File: src/rtl/i2c_pkg.sv
// i2c_pkg: state encodings and bus constants shared by the I2C target and its synchroniser
package i2c_pkg;
  typedef enum logic [3:0] {
    s_idle, s_addr, s_addr_ack, s_reg_addr, s_reg_ack, s_write, s_write_ack, s_read, s_read_ack
  } state_t;
  localparam logic ACK = 1'b0;
  localparam logic NACK = 1'b1;
  localparam int SYNC_DEPTH = 2;
endpackage

File: src/rtl/i2c_slave_if.sv
// i2c_slave_if: pad and register-file signals of the I2C target, named from the target's side
interface i2c_slave_if #(parameter int REG_ADDR_WIDTH = 8);
  logic i_sda, i_scl, o_sda, o_sda_oen;
  logic [6:0] i_chip_addr;
  logic [REG_ADDR_WIDTH-1:0] o_reg_addr;
  logic [7:0] o_wr_data, i_rd_data;
  logic o_wr_en, o_rd_en, o_busy;
  modport slave (input i_sda, i_scl, i_chip_addr, i_rd_data,
                 output o_sda, o_sda_oen, o_reg_addr, o_wr_data, o_wr_en, o_rd_en, o_busy);
  modport master (output i_sda, i_scl, i_chip_addr, i_rd_data,
                  input o_sda, o_sda_oen, o_reg_addr, o_wr_data, o_wr_en, o_rd_en, o_busy);
endinterface

File: src/rtl/i2c_bus_sync.sv
// i2c_bus_sync: SDA/SCL synchronisers with SCL edge and START/STOP condition pulses
module i2c_bus_sync (
  input  logic clk,
  input  logic rst_n,
  input  logic i_sda,
  input  logic i_scl,
  output logic o_sda,
  output logic o_scl_rise,
  output logic o_scl_fall,
  output logic o_start,
  output logic o_stop
);
  import i2c_pkg::*;
  // top bit holds the previous synced sample for edge detection; reset to idle-high
  logic [SYNC_DEPTH:0] r_sda, r_scl;
  logic w_sda, w_sda_d, w_scl, w_scl_d;
  always_ff @(posedge clk or negedge rst_n)
    if (!rst_n) begin
      r_sda <= '1;
      r_scl <= '1;
    end else begin
      r_sda <= {r_sda[SYNC_DEPTH-1:0], i_sda};
      r_scl <= {r_scl[SYNC_DEPTH-1:0], i_scl};
    end
  assign w_sda = r_sda[SYNC_DEPTH-1];
  assign w_sda_d = r_sda[SYNC_DEPTH];
  assign w_scl = r_scl[SYNC_DEPTH-1];
  assign w_scl_d = r_scl[SYNC_DEPTH];
  assign o_sda = w_sda;
  assign o_scl_rise = w_scl & ~w_scl_d;
  assign o_scl_fall = ~w_scl & w_scl_d;
  assign o_start = w_scl & w_scl_d & w_sda_d & ~w_sda;
  assign o_stop = w_scl & w_scl_d & ~w_sda_d & w_sda;
endmodule

File: src/rtl/i2c_slave.sv
// i2c_slave: fixed-address I2C target with an auto-incrementing register-file port
module i2c_slave #(
  parameter int ADDR_BYTES = 1,
  parameter int REG_ADDR_WIDTH = 8 * ADDR_BYTES
) (
  input logic clk,
  input logic rst_n,
  i2c_slave_if.slave bus
);
  import i2c_pkg::*;
  localparam logic [1:0] NBYTES = 2'(ADDR_BYTES);
  localparam logic [1:0] LAST_BYTE = 2'(ADDR_BYTES - 1);
  state_t r_state, w_state;
  logic [7:0] r_shift, w_shift, r_wr_data, w_wr_data, w_byte;
  logic [2:0] r_bit_cnt, w_bit_cnt;
  logic [1:0] r_byte_cnt, w_byte_cnt;
  logic [REG_ADDR_WIDTH-1:0] r_acc, w_acc, w_acc_nxt, r_reg_addr, w_reg_addr;
  logic r_wr_en, w_wr_en, r_rd_en, w_rd_en, r_load, r_oen, w_oen, r_busy, w_busy, r_rw, w_rw;
  logic w_sda, w_rise, w_fall, w_start, w_stop, w_match;
  i2c_bus_sync u_sync (
    .clk, .rst_n, .i_sda(bus.i_sda), .i_scl(bus.i_scl), .o_sda(w_sda),
    .o_scl_rise(w_rise), .o_scl_fall(w_fall), .o_start(w_start), .o_stop(w_stop)
  );
  assign w_byte = {r_shift[6:0], w_sda};
  assign w_match = w_byte[7:1] == bus.i_chip_addr;
  assign w_acc_nxt = (r_acc << 8) | REG_ADDR_WIDTH'(w_byte);
  // in ACK states r_oen doubles as the phase: released means the ACK has not started yet
  always_comb begin
    w_state = r_state;
    w_shift = r_load ? bus.i_rd_data : r_shift;
    w_bit_cnt = r_bit_cnt;
    w_byte_cnt = r_byte_cnt;
    w_acc = r_acc;
    w_reg_addr = r_wr_en ? r_reg_addr + 1'b1 : r_reg_addr;
    w_wr_data = r_wr_data;
    w_wr_en = 1'b0;
    w_rd_en = 1'b0;
    w_oen = r_oen;
    w_busy = r_busy;
    w_rw = r_rw;
    if (w_start || w_stop) begin
      w_state = w_start ? s_addr : s_idle;
      w_bit_cnt = '0;
      w_byte_cnt = '0;
      w_oen = 1'b1;
      w_busy = 1'b0;
    end else if (w_rise) begin
      case (r_state)
        s_addr, s_reg_addr, s_write: begin
          w_shift = w_byte;
          w_bit_cnt = r_bit_cnt + 1'b1;
          if (r_bit_cnt == 3'd7) begin
            if (r_state == s_addr) begin
              w_busy = w_match;
              w_rw = w_byte[0];
              w_state = w_match ? s_addr_ack : s_idle;
            end else if (r_state == s_reg_addr) begin
              w_acc = w_acc_nxt;
              w_byte_cnt = r_byte_cnt + 1'b1;
              w_reg_addr = (r_byte_cnt == LAST_BYTE) ? w_acc_nxt : r_reg_addr;
              w_state = s_reg_ack;
            end else begin
              w_wr_data = w_byte;
              w_wr_en = 1'b1;
              w_state = s_write_ack;
            end
          end
        end
        s_read: begin
          w_bit_cnt = r_bit_cnt + 1'b1;
          w_state = (r_bit_cnt == 3'd7) ? s_read_ack : s_read;
        end
        s_read_ack: begin
          w_state = (w_sda == NACK) ? s_idle : s_read;
          w_busy = w_sda != NACK;
          w_rd_en = w_sda != NACK;
          w_reg_addr = (w_sda == NACK) ? r_reg_addr : r_reg_addr + 1'b1;
        end
        default: ;
      endcase
    end else if (w_fall) begin
      case (r_state)
        s_addr_ack, s_reg_ack, s_write_ack:
          if (r_oen) begin
            w_oen = ACK;
            w_rd_en = (r_state == s_addr_ack) && r_rw;
          end else begin
            w_state = (r_state == s_addr_ack) ? (r_rw ? s_read : s_reg_addr) :
                      (r_state == s_reg_ack && r_byte_cnt != NBYTES) ? s_reg_addr : s_write;
            w_oen = (w_state == s_read) ? r_shift[7] : 1'b1;
            w_shift = (w_state == s_read) ? {r_shift[6:0], 1'b1} : r_shift;
          end
        s_read: begin
          w_oen = r_shift[7];
          w_shift = {r_shift[6:0], 1'b1};
        end
        s_read_ack: w_oen = 1'b1;
        default: ;
      endcase
    end
  end
  always_ff @(posedge clk or negedge rst_n)
    if (!rst_n) begin
      r_state <= s_idle;
      r_shift <= '0;
      r_bit_cnt <= '0;
      r_byte_cnt <= '0;
      r_acc <= '0;
      r_reg_addr <= '0;
      r_wr_data <= '0;
      r_wr_en <= 1'b0;
      r_rd_en <= 1'b0;
      r_load <= 1'b0;
      r_oen <= 1'b1;
      r_busy <= 1'b0;
      r_rw <= 1'b0;
    end else begin
      r_state <= w_state;
      r_shift <= w_shift;
      r_bit_cnt <= w_bit_cnt;
      r_byte_cnt <= w_byte_cnt;
      r_acc <= w_acc;
      r_reg_addr <= w_reg_addr;
      r_wr_data <= w_wr_data;
      r_wr_en <= w_wr_en;
      r_rd_en <= w_rd_en;
      r_load <= r_rd_en;
      r_oen <= w_oen;
      r_busy <= w_busy;
      r_rw <= w_rw;
    end
  assign bus.o_sda = 1'b0;
  assign bus.o_sda_oen = r_oen;
  assign bus.o_reg_addr = r_reg_addr;
  assign bus.o_wr_data = r_wr_data;
  assign bus.o_wr_en = r_wr_en;
  assign bus.o_rd_en = r_rd_en;
  assign bus.o_busy = r_busy;
endmodule
File: src/flat_wrapper.sv
// flat-port wrapper written by rule: the top's interface ports become plain ports
module i2c_slave_flat import i2c_pkg::*;
#(
  parameter int ADDR_BYTES = 1,
  parameter int REG_ADDR_WIDTH = 8 * ADDR_BYTES
)
  (clk, rst_n, bus_i_sda, bus_i_scl, bus_i_chip_addr, bus_i_rd_data, bus_o_sda, bus_o_sda_oen, bus_o_reg_addr, bus_o_wr_data, bus_o_wr_en, bus_o_rd_en, bus_o_busy);
  i2c_slave_if #(.REG_ADDR_WIDTH(REG_ADDR_WIDTH)) bus_i ();
  input logic clk;
  input logic rst_n;
  input wire logic [$bits(bus_i.i_sda)-1:0] bus_i_sda;
  input wire logic [$bits(bus_i.i_scl)-1:0] bus_i_scl;
  input wire logic [$bits(bus_i.i_chip_addr)-1:0] bus_i_chip_addr;
  input wire logic [$bits(bus_i.i_rd_data)-1:0] bus_i_rd_data;
  output wire logic [$bits(bus_i.o_sda)-1:0] bus_o_sda;
  output wire logic [$bits(bus_i.o_sda_oen)-1:0] bus_o_sda_oen;
  output wire logic [$bits(bus_i.o_reg_addr)-1:0] bus_o_reg_addr;
  output wire logic [$bits(bus_i.o_wr_data)-1:0] bus_o_wr_data;
  output wire logic [$bits(bus_i.o_wr_en)-1:0] bus_o_wr_en;
  output wire logic [$bits(bus_i.o_rd_en)-1:0] bus_o_rd_en;
  output wire logic [$bits(bus_i.o_busy)-1:0] bus_o_busy;
  assign bus_i.i_sda = bus_i_sda;
  assign bus_i.i_scl = bus_i_scl;
  assign bus_i.i_chip_addr = bus_i_chip_addr;
  assign bus_i.i_rd_data = bus_i_rd_data;
  assign bus_o_sda = bus_i.o_sda;
  assign bus_o_sda_oen = bus_i.o_sda_oen;
  assign bus_o_reg_addr = bus_i.o_reg_addr;
  assign bus_o_wr_data = bus_i.o_wr_data;
  assign bus_o_wr_en = bus_i.o_wr_en;
  assign bus_o_rd_en = bus_i.o_rd_en;
  assign bus_o_busy = bus_i.o_busy;
  i2c_slave #(.ADDR_BYTES(ADDR_BYTES), .REG_ADDR_WIDTH(REG_ADDR_WIDTH)) u_core (.clk(clk), .rst_n(rst_n), .bus(bus_i));
endmodule
File: config.mk
export PLATFORM = sky130hd
export DESIGN_NAME = i2c_slave_flat
export DESIGN_NICKNAME = d
export VERILOG_FILES = /design/src/rtl/i2c_pkg.sv /design/src/rtl/i2c_slave_if.sv /design/src/rtl/i2c_bus_sync.sv /design/src/rtl/i2c_slave.sv /design/src/flat_wrapper.sv
export SDC_FILE = /design/constraint.sdc
export NUM_CORES = 1
export LEC_CHECK = 0
export BUFFER_PORTS_ARGS = -buffer_cell sky130_fd_sc_hd__buf_2
export CORE_UTILIZATION = 58
export CTS_CLUSTER_DIAMETER = 150
export DETAILED_ROUTE_END_ITERATION = 16
export PLACE_DENSITY = 0.8
export SLEW_MARGIN = 20
export SYNTH_ARGS = -nofsm -noshare
export SYNTH_HDL_FRONTEND = slang
export SYNTH_SLANG_ARGS = --single-unit
File: constraint.sdc
create_clock -name clk -period 3.2 [get_ports clk]
set_input_delay 0.48 -clock clk [delete_from_list [all_inputs] [get_ports clk]]
set_output_delay 0.48 -clock clk [all_outputs]
set_load 0.03 [all_outputs]
# Word level (Yosys, flattened, before mapping)
# Cells that the tools add are included.
[word_totals] wordCells=143 inputBits=19 register_bits=45
[op_classes] addsub=3 n_bitwise=14 n_reduce_logical=25 muxes=65 n_eq_ne=22
[ops] cell="2-to-1 mux 8 bit" count=15
[ops] cell="2-to-1 mux 4 bit" count=9
[ops] cell="one-hot mux 8 bit (2 select lines)" count=2
[ops] cell="2-to-1 mux 1 bit" count=22
[ops] cell="equality test 4 x 3 -> 1 bit (second input constant)" count=5
[ops] cell="2-to-1 mux 3 bit" count=6
[ops] cell="2-to-1 mux 2 bit" count=8
[ops] cell="AND reduction 5 bit" count=3
[ops] cell="one-hot mux 4 bit (3 select lines)" count=1
[ops] cell="nonzero test 2 bit" count=6
[ops] cell="nonzero test 3 bit" count=3
[ops] cell="adder 8 x 1 -> 8 bit (second input constant)" count=1
[ops] cell="equality test 4 x 2 -> 1 bit (second input constant)" count=2
[ops] cell="AND 1 bit" count=7
[ops] cell="equality test 7 bit" count=1
[ops] cell="!= test 7 x 6 -> 1 bit (second input constant)" count=1
[ops] cell="NOT 1 bit" count=7
[ops] cell="!= test 2 x 1 -> 1 bit (second input constant)" count=3
[ops] cell="!= test 3 x 1 -> 1 bit (second input constant)" count=2
[ops] cell="!= test 6 x 3 -> 1 bit (second input constant)" count=1
[ops] cell="AND reduction 6 bit" count=1
[ops] cell="OR reduction 3 bit" count=2
[ops] cell="!= test 5 x 1 -> 1 bit (second input constant)" count=1
[ops] cell="equality test 4 x 1 -> 1 bit (second input constant)" count=1
[ops] cell="other kinds (17)" count=19

# Logic depth before layout (Yosys ltp)
# Gate-level depths: netlist of run 1.
[depth] depth_word=11 mapped_depth=9 mapped_depth_nobuf=7

# Modules after synthesis
# Synthesis of run 1 repeated with hierarchy kept, for this count alone.
[unflattened] hier_cells=319 hier_area_um2=2962.8
[by_module_without_submodules] mod="i2c_slave" seq_area_each_um2=977.2 area_each_um2=2772.7 n_inst=1 cells_per_inst=309
[by_module_without_submodules] mod="i2c_bus_sync" seq_area_each_um2=157.7 area_each_um2=190.2 n_inst=1 cells_per_inst=10

# Worst setup path after synthesis of run 1
# OpenSTA, ideal clock, no wires.
[synth_timing] path_kind="reg2reg" start="reg u_core.r_bit_cnt[0]" end="reg u_core.r_reg_addr[3], in the netlist u_core.bus.o_reg_addr[3]" path_stages_with_launch=9 path_slack_ns=1.015 path_buffers=1 setup_ns=0.121 t_arrival_ns=2.064 synth_period_minus_slack_ns=2.185 path_cell_list="dfrtp_1 -> ha_1 -> ha_1 -> buf_2 -> or3b_1 -> o32a_1 -> nor3_4 -> a21oi_1 -> o22a_1"
[synth_via] elab_chain_cells=5 word_cells_on_any_way=7 cone_classes="2 x eq/ne; 4 x mux; 1 x reduce/logical"
[synth_lines] element="start: declaration" line="i2c_slave.sv:15" text="logic [2:0] r_bit_cnt, w_bit_cnt;"
[synth_lines] element="start signal: assignment" line="i2c_slave.sv:120" text="r_bit_cnt <= w_bit_cnt;"
[synth_lines] element="equality test 3 bit *" line="i2c_slave.sv:52" text="if (r_bit_cnt == 3'd7) begin"
[synth_lines] element="2-to-1 mux 8 bit" line="i2c_slave.sv:52"
[synth_lines] element="one-hot mux 8 bit (2 select lines)" line="i2c_slave.sv:48" text="case (r_state)"
[synth_lines] element="2-to-1 mux 8 bit" line="i2c_slave.sv:47" text="end else if (w_rise) begin"
[synth_lines] element="2-to-1 mux 8 bit" line="i2c_slave.sv:41" text="if (w_start || w_stop) begin"
[synth_lines] element="end signal: assignment" line="i2c_slave.sv:123" text="r_reg_addr <= w_reg_addr;"
[synth_lines] element="end: declaration" line="i2c_slave.sv:17" text="logic [REG_ADDR_WIDTH-1:0] r_acc, w_acc, w_acc_nxt, r_reg_addr, w_reg_addr;"
# Mark *: on every way between the ends. The rest lies on a longest branch, timed or not.
# A chain may end at the register's enable or synchronous reset.

# Worst setup path in the final report of run 1
[layout_timing] start="reg u_core.u_sync.r_scl[1]" end="reg u_core.r_shift[3]"
[layout_via] elab_chain_cells=5 word_cells_on_any_way=13 cone_classes="1 x eq/ne; 3 x mux; 8 x bitwise; 1 x reduce/logical"
[layout_lines] element="start: declaration" line="i2c_bus_sync.sv:15" text="logic [SYNC_DEPTH:0] r_sda, r_scl;"
[layout_lines] element="start signal: assignment" line="i2c_bus_sync.sv:23" text="r_scl <= {r_scl[SYNC_DEPTH-1:0], i_scl};"
[layout_lines] element="AND 1 bit / NOT 1 bit (equally long branches)" line="i2c_bus_sync.sv:32, i2c_bus_sync.sv:33, i2c_bus_sync.sv:31"
[layout_lines] element="AND 1 bit, on equally long branches" line="i2c_bus_sync.sv:32, i2c_bus_sync.sv:31, i2c_bus_sync.sv:33"
[layout_lines] element="AND 1 bit (tied with other cells)" line="i2c_bus_sync.sv:32" text="assign o_start = w_scl & w_scl_d & w_sda_d & ~w_sda;"
[layout_lines] element="logical OR 1 bit / 2-to-1 mux 8 bit (equally long branches)" line="i2c_slave.sv:41, i2c_slave.sv:47"
[layout_lines] element="!= test 6 x 3 -> 1 bit (no source line) / 2-to-1 mux 8 bit (equally long branches)"
[layout_lines] element="end signal: assignment" line="i2c_slave.sv:119" text="r_shift <= w_shift;"
[layout_lines] element="end: declaration" line="i2c_slave.sv:14" text="logic [7:0] r_shift, w_shift, r_wr_data, w_wr_data, w_byte;"
# Parallel ways exist; a longest one is shown, timed or not.

==> results of run 1 <==
state kept, by name, summed over array words and instances (netlist names):
| register | count |
|---|---|
| u_core.r_shift | 8 |
| u_core.r_state | 4 |
| u_core.bus.o_reg_addr | 8 |
| u_core.r_rw | 1 |
| u_core.r_bit_cnt | 3 |
| u_core.bus.o_busy | 1 |
| u_core.bus.o_wr_en | 1 |
| u_core.r_byte_cnt | 2 |
| u_core.bus.o_rd_en | 1 |
| u_core.bus.o_wr_data | 8 |
| u_core.u_sync.r_sda | 3 |
| u_core.bus.o_sda_oen | 1 |
| u_core.u_sync.r_scl | 3 |
| u_core.r_load | 1 |
metrics by stage:
stage | power [mW] | hold slack (ns) | cells | instance area [µm²] | setup slack [ns]
finish | 1.95 | 0.163 | 429 | 3270 | 0.505
global route | 2.06 | 0.202 | 429 | 3270 | 0.277
CTS | 1.94 | 0.271 | 429 | 3270 | 0.519
detailed placement | 1.49 | 0.348 | 421 | 3150 | 0.546
global placement | 1.47 | 0.345 | 421 | 3150 | 0.559
floorplan | 1.30 | 0.184 | 337 | 2950 | 1.02
worst paths after layout:
| kind | depth (start not counted) | to | slack (ns) |
|---|---|---|---|
| worst max-delay path | 6 | u_core.r_shift[3] | 0.51 |
| worst min-delay path | 1 | u_core.r_bit_cnt[0] | 0.16 |
| worst max register to register | 6 | u_core.r_shift[3] | 0.51 |
| worst min register to register | 0 | u_core.u_sync.r_sda[1] | 0.36 |
| max in group asynchronous | 1 | u_core.r_rw | 2.64 |
| min in group clk | 1 | u_core.u_sync.r_sda[0] | 0.28 |
power groups by stage:
stage	combinational (mW)	clock [mW]	sequential, mW
5_1_grt	0.699	0.485	0.876
6_report	0.638	0.452	0.861
2_1_floorplan	0.494	0	0.810
3_3_place_gp	0.610	0	0.858
4_1_cts	0.632	0.458	0.851
3_5_place_dp	0.626	0	0.863
metal layers:
layer | part of all wire | GRT usage | wire length, µm
met2 | 0.47 | 0.471 | 3470
met5 | 0 | 0 | 0
met4 | 0.022 | 0.107 | 164
met3 | 0.087 | 0.0617 | 642
met1 | 0.42 | 0.438 | 3140
worst register-to-register path, stage by stage (launching register included):
cell	delay (ns)
dfstp_2	0.56
ha_1	0.47
nand3b_1	0.36
nor2_1	0.35
a21o_1	0.30
and2_1	0.34
o221ai_1	0.18
cells in the final DEF, fill, tap and decap left out, types with 8 or more instances in the layout:
master and n:
dfrtp_1 38, nand2_1 37, buf_2 37, o21ai_0 26
inv_1 21, a21oi_1 18, nor2_1 15, nand4_1 13
o221ai_1 9, xor2_1 9, ha_1 8
cell families (layout without fill, tap and decap cells):
logic type	Yosys count	count (layout)	share of synthesized area
muxes	6	6	0.0221
other	1	1	0.00127
adders and majority gates	8	8	0.0340
and+or+nand+nor	117	117	0.213
buffers and inverters	48	73	0.0683
xor gates and xnor gates	17	17	0.0531
AOI/OAI and AO/OA	95	95	0.223
DFF	45	45	0.385
final cells by class:
type	count	share of cell area
Timing Repair Buffer	43	0.0704
Clock buffer	6	0.0253
Clock inverter	2	0.0115
Multi-Input combinational cell	244	0.495
Tap cell	67	0.0256
Inverter	22	0.0253
Sequential cell	45	0.347
==> flow_summary.ini, run 1 <==
[outcome]
result_of_the_run = complete, no violations

[power]
power_switching_mw = 0.760
power.ir.vdd_worst_mv = 0.336
cellPowerDensity_mw_per_mm2 = 596
p_seq_frac = 0.441
p_clk_frac = 0.232
swShare = 0.390
power.share.combinational = 0.327
power.leakage_nw = 1.38
cell_internal_pwr_mw = 1.19

[cts]
clock_sinks = 45
buffer_cell_driving_the_clock_tree_root = clkbuf_8
cts_tree = done
ctsLongestPathBuffers = 2
htreeDepth = 2
cts_inserted_buffers = 5
worst_skew_pair.late_latency_ns = 0.30
worst_setup_hold_path_clk_slew_ns = 0.09
post_cts_resized = 0
holdBufCountCts = 0
buffers_inserted_by_post_cts_timing_repair = 0

[final_layout]
layout.nets = 388
fraction_of_layout_instances_using_a_drive_strength_above_1 = 0.204
nFillCells = 410
final-seq-area_mm2 = 0.00113
antenna-diode-count = 0
multiInputGateArea_mm2 = 0.00162
synthToLayoutAreaGrowth_pct = 10.9
final_core_utilization = 0.679

[global_routing]
globalRouteOverflowTotal = 0
grt_pass1_vias = 2577
initial_antenna_violation_count = 0
global_route.usage.total = 0.308
global_route_wire_length_before_repair_mm = 12.6
grt_start_max_net_pins = 46

[floorplanning]
design.portCount = 40
floorplan.initialDensity = 0.612
floorplan.die.height_um = 73.3
floorplan.die_area_mm2 = 0.00537
die_width_um = 73.3
floorplan.core_area_mm2 = 0.00482
placement_rows = 25

[sta]
timing.final.hold_violations = 0
setup-violations-final = 0
rsz0062_at_grt = false
finalClockSkew_ns = 0.0110
worst_slew_margin_rel = 0.437
max_slew.worst_pin.slew_ns = 0.844
fin_crit_sh = 0.842
final.setup.tns_ns = 0
maximum_operating_frequency_mhz = 371
period_minus_slack_ns = 2.69
final_max_slew_viol_count = 0

[worst_setup_path]
worstPathRequired_ns = 3.36
crit_slowest_cell = dfstp_2
r2r_start = u_core.u_sync.r_scl[1]
critPathCaptureType = register
worst_ep_arrival_time_ns = 2.86
kind_of_start_point_of_the_critical_path = register
worstSetupStartpoint = u_core.u_sync.r_scl[1]
maximum_cell_stage_delay_along_the_critical_path_ns = 0.56
worst-setup-path-type = reg2reg
worstPathCellList = ha_1 > nand3b_1 > nor2_1 > a21o_1 > and2_1 > o221ai_1
worst-path-max-fanout = 15
crit_family = simple AND/OR/NAND/NOR gates
timing.critical_path.buf_inv = 0

[synth]
synth-main-ff-cell = dfrtp_1
netlist_top_cells_count = 38 x dfrtp_1, 37 x nand2_1, 26 x o21ai_0
synthTopCellsByArea = dfrtp_1 32%, dfstp_2 6.2%, nand2_1 4.7%
postSynthRegisterBits = 45
synth_top_cell_by_area = dfrtp_1
syn_inst = 337
asyncSetResetFlopFracSynth = 1.00
post-synth-top-area-fraction = 0.323
mappedNetlistNets = 364
synth_cell_type_count = 69
synth_warnings = 0
synth-edff-count = 0
post-synth-top-count-cell = dfrtp_1
postSynthAreaPerCell_um2 = 8.75
yosysSeqAreaShare = 0.385
synth.cell_area_mm2 = 0.00295

[detailed_routing]
viasPerCell = 6.45
drt_wl_total_mm = 7.41
route.vias.total = 2765
avgRoutedWirePerCell_um = 17.3
drt_pass1_iterations = 5
drc = 0
drt.antenna.violating_nets = 0
detailedRoute.firstIterationViolations = 378

[placement]
place.gp.congestion = 0.921
dp_hpwl_mm = 5.22
io_buffers = 38

[flow_run]
max_cap_violations = 0

[worst_hold_path]
timing.hold.worst.class = in2async
Note: power is estimated with default switching activity, not from simulation.
==> run 2: changes to the inputs <==
--- a/config.mk
+++ b/config.mk
@@ -6,10 +6,10 @@
 export NUM_CORES = 1
 export LEC_CHECK = 0
 export BUFFER_PORTS_ARGS = -buffer_cell sky130_fd_sc_hd__buf_2
-export CORE_UTILIZATION = 58
+export CORE_UTILIZATION = 52
 export CTS_CLUSTER_DIAMETER = 150
 export DETAILED_ROUTE_END_ITERATION = 16
-export PLACE_DENSITY = 0.8
+export PLACE_DENSITY = 0.76
 export SLEW_MARGIN = 20
 export SYNTH_ARGS = -nofsm -noshare
 export SYNTH_HDL_FRONTEND = slang
==> constraint.sdc (replaced) <==
create_clock -name clk -period 2.3 [get_ports clk]
set_input_delay 0.345 -clock clk [delete_from_list [all_inputs] [get_ports clk]]
set_output_delay 0.345 -clock clk [all_outputs]
set_load 0.03 [all_outputs]
==> flow_summary.ini, run 2 (synthesis gave the netlist of run 1 again) <==
[sta]
final_worst_hold_slack_ns = 0.0213
final_max_slew_viol_count = 0
worst_slew_margin_rel = 0.592
maximum_operating_frequency_mhz = 457
post-route-worst-setup-slack_ns = 0.112
timing.final.hold_violations = 0
max_slew.worst_pin.slew_ns = 0.611
final.setup.tns_ns = 0
period_minus_slack_ns = 2.19
fin_crit_sh = 0.951
rsz0062_at_grt = false
finalClockSkew_ns = 0.00711
setup-violations-final = 0

[detailed_routing]
drc = 0
route.vias.total = 2777
detailedRoute.firstIterationViolations = 226
drt_pass1_iterations = 5
drt.antenna.violating_nets = 0
avgRoutedWirePerCell_um = 16.9
drt_wl_total_mm = 7.68
viasPerCell = 6.10

[floorplanning]
design.portCount = 40
floorplan.die_area_mm2 = 0.00597
floorplan.die.height_um = 77.3
die_width_um = 77.3
floorplan.initialDensity = 0.539
placement_rows = 27
floorplan.core_area_mm2 = 0.00547

[power]
cellPowerDensity_mw_per_mm2 = 798
power.total_mw = 2.77
power.leakage_nw = 1.50
power.ir.vdd_worst_mv = 0.450

[final_layout]
antenna-diode-count = 0
synthToLayoutAreaGrowth_pct = 17.9
final_core_utilization = 0.635
fraction_of_layout_instances_using_a_drive_strength_above_1 = 0.258
most-common-layout-cells = 38 x buf_2, 38 x dfrtp_1, 36 x nand2_1
layout.nets = 409

[cts]
holdBufCountCts = 0
worst_setup_hold_path_clk_slew_ns = 0.08
cts_inserted_buffers = 5
buffer_cell_driving_the_clock_tree_root = clkbuf_8
clock_sinks = 45
worst_skew_pair.late_latency_ns = 0.30
cts_tree = done
ctsLongestPathBuffers = 2
htreeDepth = 2

[worst_setup_path]
worst_ep_arrival_time_ns = 2.40
worstPathCellList = ha_2 > buf_6 > clkinv_1 > buf_4 > a211oi_4 > nor2_2 > o41a_1 > o22ai_1
crit_slowest_cell = dfstp_2
worst-setup-path-type = reg2reg
maximum_cell_stage_delay_along_the_critical_path_ns = 0.57
worstPathRequired_ns = 2.52
worst-path-max-fanout = 10
timing.critical_path.buf_inv = 3
crit_family = compound AO/OA/AOI/OAI gates
critPathCaptureType = register
kind_of_start_point_of_the_critical_path = register

[placement]
dp_hpwl_mm = 5.71
place.gp.congestion = 0.956
io_buffers = 38
preCtsSetupSlack_ns = 0.110

[global_routing]
globalRouteOverflowTotal = 0
grt_start_max_net_pins = 25
global_route.usage.total = 0.272
global_route_wire_length_before_repair_mm = 12.6
initial_antenna_violation_count = 0
grt_pass1_vias = 2629

[worst_hold_path]
timing.hold.worst.class = in2async

[flow_run]
max_cap_violations = 0

[outcome]
result_of_the_run = complete, no violations
-- run 2: changes by cell type in the layout (fill, tap and decap cells not counted), sizes merged --
cell      delta
clkinv       +1
clkinvlp     -1
buf         +21
-- run 2: what timing repair did --
| action | in CTS | in global routing |
|---|---|---|
| buffers inserted | 0 | 1 |
| endpoints found under the hold margin | 0 | 0 |
| gates resized for setup | 0 | 7 |
| endpoints found under the setup margin | 0 | 11 |
-- run 2: power breakdown --
group	switching, mW	leakage [nW]	total (mW)	internal [mW]
combinational	0.603	0.866	1.04	0.440
clock	0.266	0.0552	0.588	0.322
sequential	0.197	0.577	1.14	0.943
total	1.07	1.50	2.77	1.71
-- run 2: path summary, 6_finish.rpt --
path,slack [ns],end,depth (start not counted),start
worst max-delay path,0.11,u_core.bus.o_reg_addr[2],8,u_core.u_sync.r_scl[1]
worst min-delay path,0.02,u_core.r_bit_cnt[0],1,rst_n
worst max register to register,0.11,u_core.bus.o_reg_addr[2],8,u_core.u_sync.r_scl[1]
worst min register to register,0.36,u_core.u_sync.r_scl[1],0,u_core.u_sync.r_scl[0]
max in group asynchronous,1.76,u_core.bus.o_wr_data[5],2,rst_n
min in group clk,0.14,u_core.u_sync.r_sda[0],1,bus_i_sda
-- run 2: worst reg2reg max path, cell delays in order (launching register included) --
cell      delay (ns)
dfstp_2         0.57
ha_2            0.23
buf_6           0.16
clkinv_1        0.06
buf_4           0.18
a211oi_4        0.33
nor2_2          0.08
o41a_1          0.35
o22ai_1         0.16
-- run 2: final cells by class --
class	count	area (µm²)
Fill cell	470	2000
Multi-Input combinational cell	244	1650
Sequential cell	45	1130
Timing Repair Buffer	64	414
Tap cell	72	90.1
Inverter	22	82.6
Clock buffer	6	72.6
Clock inverter	2	35.0
-- run 2: through the flow --
stage | area [µm²] | cells
final | 3470 | 455
after global routing | 3470 | 455
after CTS | 3440 | 454
after detailed placement | 3330 | 446
after global placement | 3330 | 446
after floorplan | 2950 | 337
-- run 2: metal layers --
layer  up-vias  GRT usage  share of wire
li1       1296          -              -
met1      1316      0.362           0.42
met2       144      0.424           0.48
met3        21     0.0607          0.072
met4         0      0.117          0.027
met5         -          0              0
==> run 3: changes to the inputs <==
--- a/config.mk
+++ b/config.mk
@@ -10,6 +10,7 @@
 export CTS_CLUSTER_DIAMETER = 150
 export DETAILED_ROUTE_END_ITERATION = 16
 export PLACE_DENSITY = 0.76
+export SETUP_SLACK_MARGIN = 0.15
 export SLEW_MARGIN = 20
 export SYNTH_ARGS = -nofsm -noshare
 export SYNTH_HDL_FRONTEND = slang
==> flow_summary.ini, run 3 (synthesis gave the netlist of run 1 again) <==
[worst_setup_path]
maximum_cell_stage_delay_along_the_critical_path_ns = 0.39
crit_slowest_cell = or3b_4
worst_ep_arrival_time_ns = 2.39
timing.critical_path.buf_inv = 1
worst-setup-path-type = reg2reg
r2r_start = u_core.r_bit_cnt[1]
worstPathRequired_ns = 2.50
reg2reg_to = u_core.bus.o_reg_addr[3]
worst-path-max-fanout = 5
kind_of_start_point_of_the_critical_path = register
critPathCaptureType = register
number_of_cells_traversed_by_the_worst_register_to_register_path = 8
crit_family = simple AND/OR/NAND/NOR gates
rrSetupSlack_ns = 0.11
worstPathCellList = ha_2 > ha_4 > or3b_4 > o32a_1 > nor3_4 > buf_6 > a21oi_2 > o22a_1

[global_routing]
grt_start_max_net_pins = 41
global_route_wire_length_before_repair_mm = 12.7
initial_antenna_violation_count = 0
grt_pass1_vias = 2613
global_route.usage.total = 0.273
globalRouteOverflowTotal = 0

[detailed_routing]
drt_wl_total_mm = 8.05
detailedRoute.firstIterationViolations = 321
drt.antenna.violating_nets = 0
avgRoutedWirePerCell_um = 17.3
route.vias.total = 2908
drt_pass1_iterations = 5
drc = 0
viasPerCell = 6.24

[final_layout]
fraction_of_layout_instances_using_a_drive_strength_above_1 = 0.317
most-common-layout-cells = 38 x buf_2, 36 x nand2_1, 36 x dfrtp_1
antenna-diode-count = 0
layout_commonest_cell = buf_2
layout.nets = 420
synthToLayoutAreaGrowth_pct = 22.5
nFillCells = 457

[floorplanning]
floorplan.die.height_um = 77.3
floorplan.core_area_mm2 = 0.00547
design.portCount = 40
floorplan.die_area_mm2 = 0.00597
floorplan.initialDensity = 0.539
placement_rows = 27
die_width_um = 77.3

[cts]
buffer_cell_driving_the_clock_tree_root = clkbuf_8
cts_tree = done
clock_sinks = 45
ctsLongestPathBuffers = 2
worst_skew_pair.late_latency_ns = 0.31
worst_setup_hold_path_clk_slew_ns = 0.08
holdBufCountCts = 0
htreeDepth = 2
cts_inserted_buffers = 5

[outcome]
result_of_the_run = complete, no violations

[placement]
dp_hpwl_mm = 5.67
io_buffers = 38
place.gp.congestion = 0.976

[worst_hold_path]
hold_path.startpoint = bus_i_scl
timing.hold.worst.class = in2reg
min_delay_worst_endpoint = u_core.u_sync.r_scl[0]
hold-path-cell-count = 1

[sta]
timing.final.hold_violations = 0
maximum_operating_frequency_mhz = 457
final.setup.tns_ns = 0
period_minus_slack_ns = 2.19
final_worst_hold_slack_ns = 0.125
final_max_slew_viol_count = 0
worst_slew_margin_rel = 0.404
rsz0062_at_grt = true
setup-violations-final = 0
finalClockSkew_ns = 0.00944
max_slew.worst_pin.slew_ns = 0.894
fin_crit_sh = 0.951

[flow_run]
max_cap_violations = 0

[power]
cellPowerDensity_mw_per_mm2 = 772
power.leakage_nw = 1.53
power.ir.vdd_worst_mv = 0.341
-- run 3: cell types whose count changed in the layout (fill, tap and decap cells not counted), moves of 2 or more --
cell	previous run	this run
a21oi_2	1	3
dfrtp_1	38	36
ha_1	7	3
ha_2	1	4
a21oi_1	18	16
dfrtp_2	0	2
or3b_4	0	2
buf_4	23	34
-- run 3: final cells by class --
cell class                 instances  area (µm²)  area share
multi-input combinational        244        1730       0.478
sequential                        45        1140       0.315
timing repair buffer              75         488       0.135
tap                               72        90.1      0.0249
inverter                          22        82.6      0.0229
clock buffer                       5        68.8      0.0191
clock inverter                     3        17.5     0.00485
-- run 3: worst max-delay path by stage --
stage,cells past startpoint,end,slack [ns],from
final,8,u_core.bus.o_reg_addr[3],0.11,u_core.r_bit_cnt[1]
after global routing,8,u_core.bus.o_reg_addr[3],0.05,u_core.r_bit_cnt[1]
after global placement,7,u_core.bus.o_reg_addr[3],0.14,u_core.r_bit_cnt[0]
after floorplan,8,u_core.bus.o_reg_addr[3],0.13,u_core.r_bit_cnt[0]
after CTS,7,u_core.bus.o_reg_addr[3],0.13,u_core.r_bit_cnt[0]
after detailed placement,7,u_core.bus.o_reg_addr[3],0.08,u_core.r_bit_cnt[0]
-- run 3: repair_timing --
action / CTS / global route
resized for setup: 2 / 23
pin swaps: 1 / 6
setup endpoints to repair: 16 / 17
buffers inserted: 0 / 8
-- run 3: metrics by stage --
| stage | cells | util | power [mW] | instance area [µm²] | setup WS (ns) |
|---|---|---|---|---|---|
| after floorplan | 337 | - | 1.83 | 2970 | 0.132 |
| after global placement | 450 | 0.615 | 2.15 | 3360 | 0.141 |
| after detailed placement | 450 | 0.615 | 2.19 | 3360 | 0.0799 |
| after CTS | 458 | 0.631 | 2.68 | 3450 | 0.133 |
| after global routing | 466 | 0.660 | 2.93 | 3610 | 0.0463 |
| final | 466 | 0.660 | 2.79 | 3610 | 0.112 |
-- run 3: where the power goes --
| group | leakage (nW) | internal [mW] | switching (mW) | total (mW) |
|---|---|---|---|---|
| registers | 0.575 | 0.945 | 0.203 | 1.15 |
| clock network | 0.0439 | 0.210 | 0.287 | 0.497 |
| logic | 0.913 | 0.492 | 0.651 | 1.14 |
| total | 1.53 | 1.65 | 1.14 | 2.79 |
-- run 3: layer usage --
| metal | vias up | GRT usage | share of wire |
|---|---|---|---|
| met2 | 189 | 0.417 | 0.46 |
| met5 | - | 0 | 0 |
| met3 | 41 | 0.0667 | 0.084 |
| met1 | 1352 | 0.359 | 0.43 |
| met4 | 0 | 0.134 | 0.034 |
| li1 | 1326 | - | - |
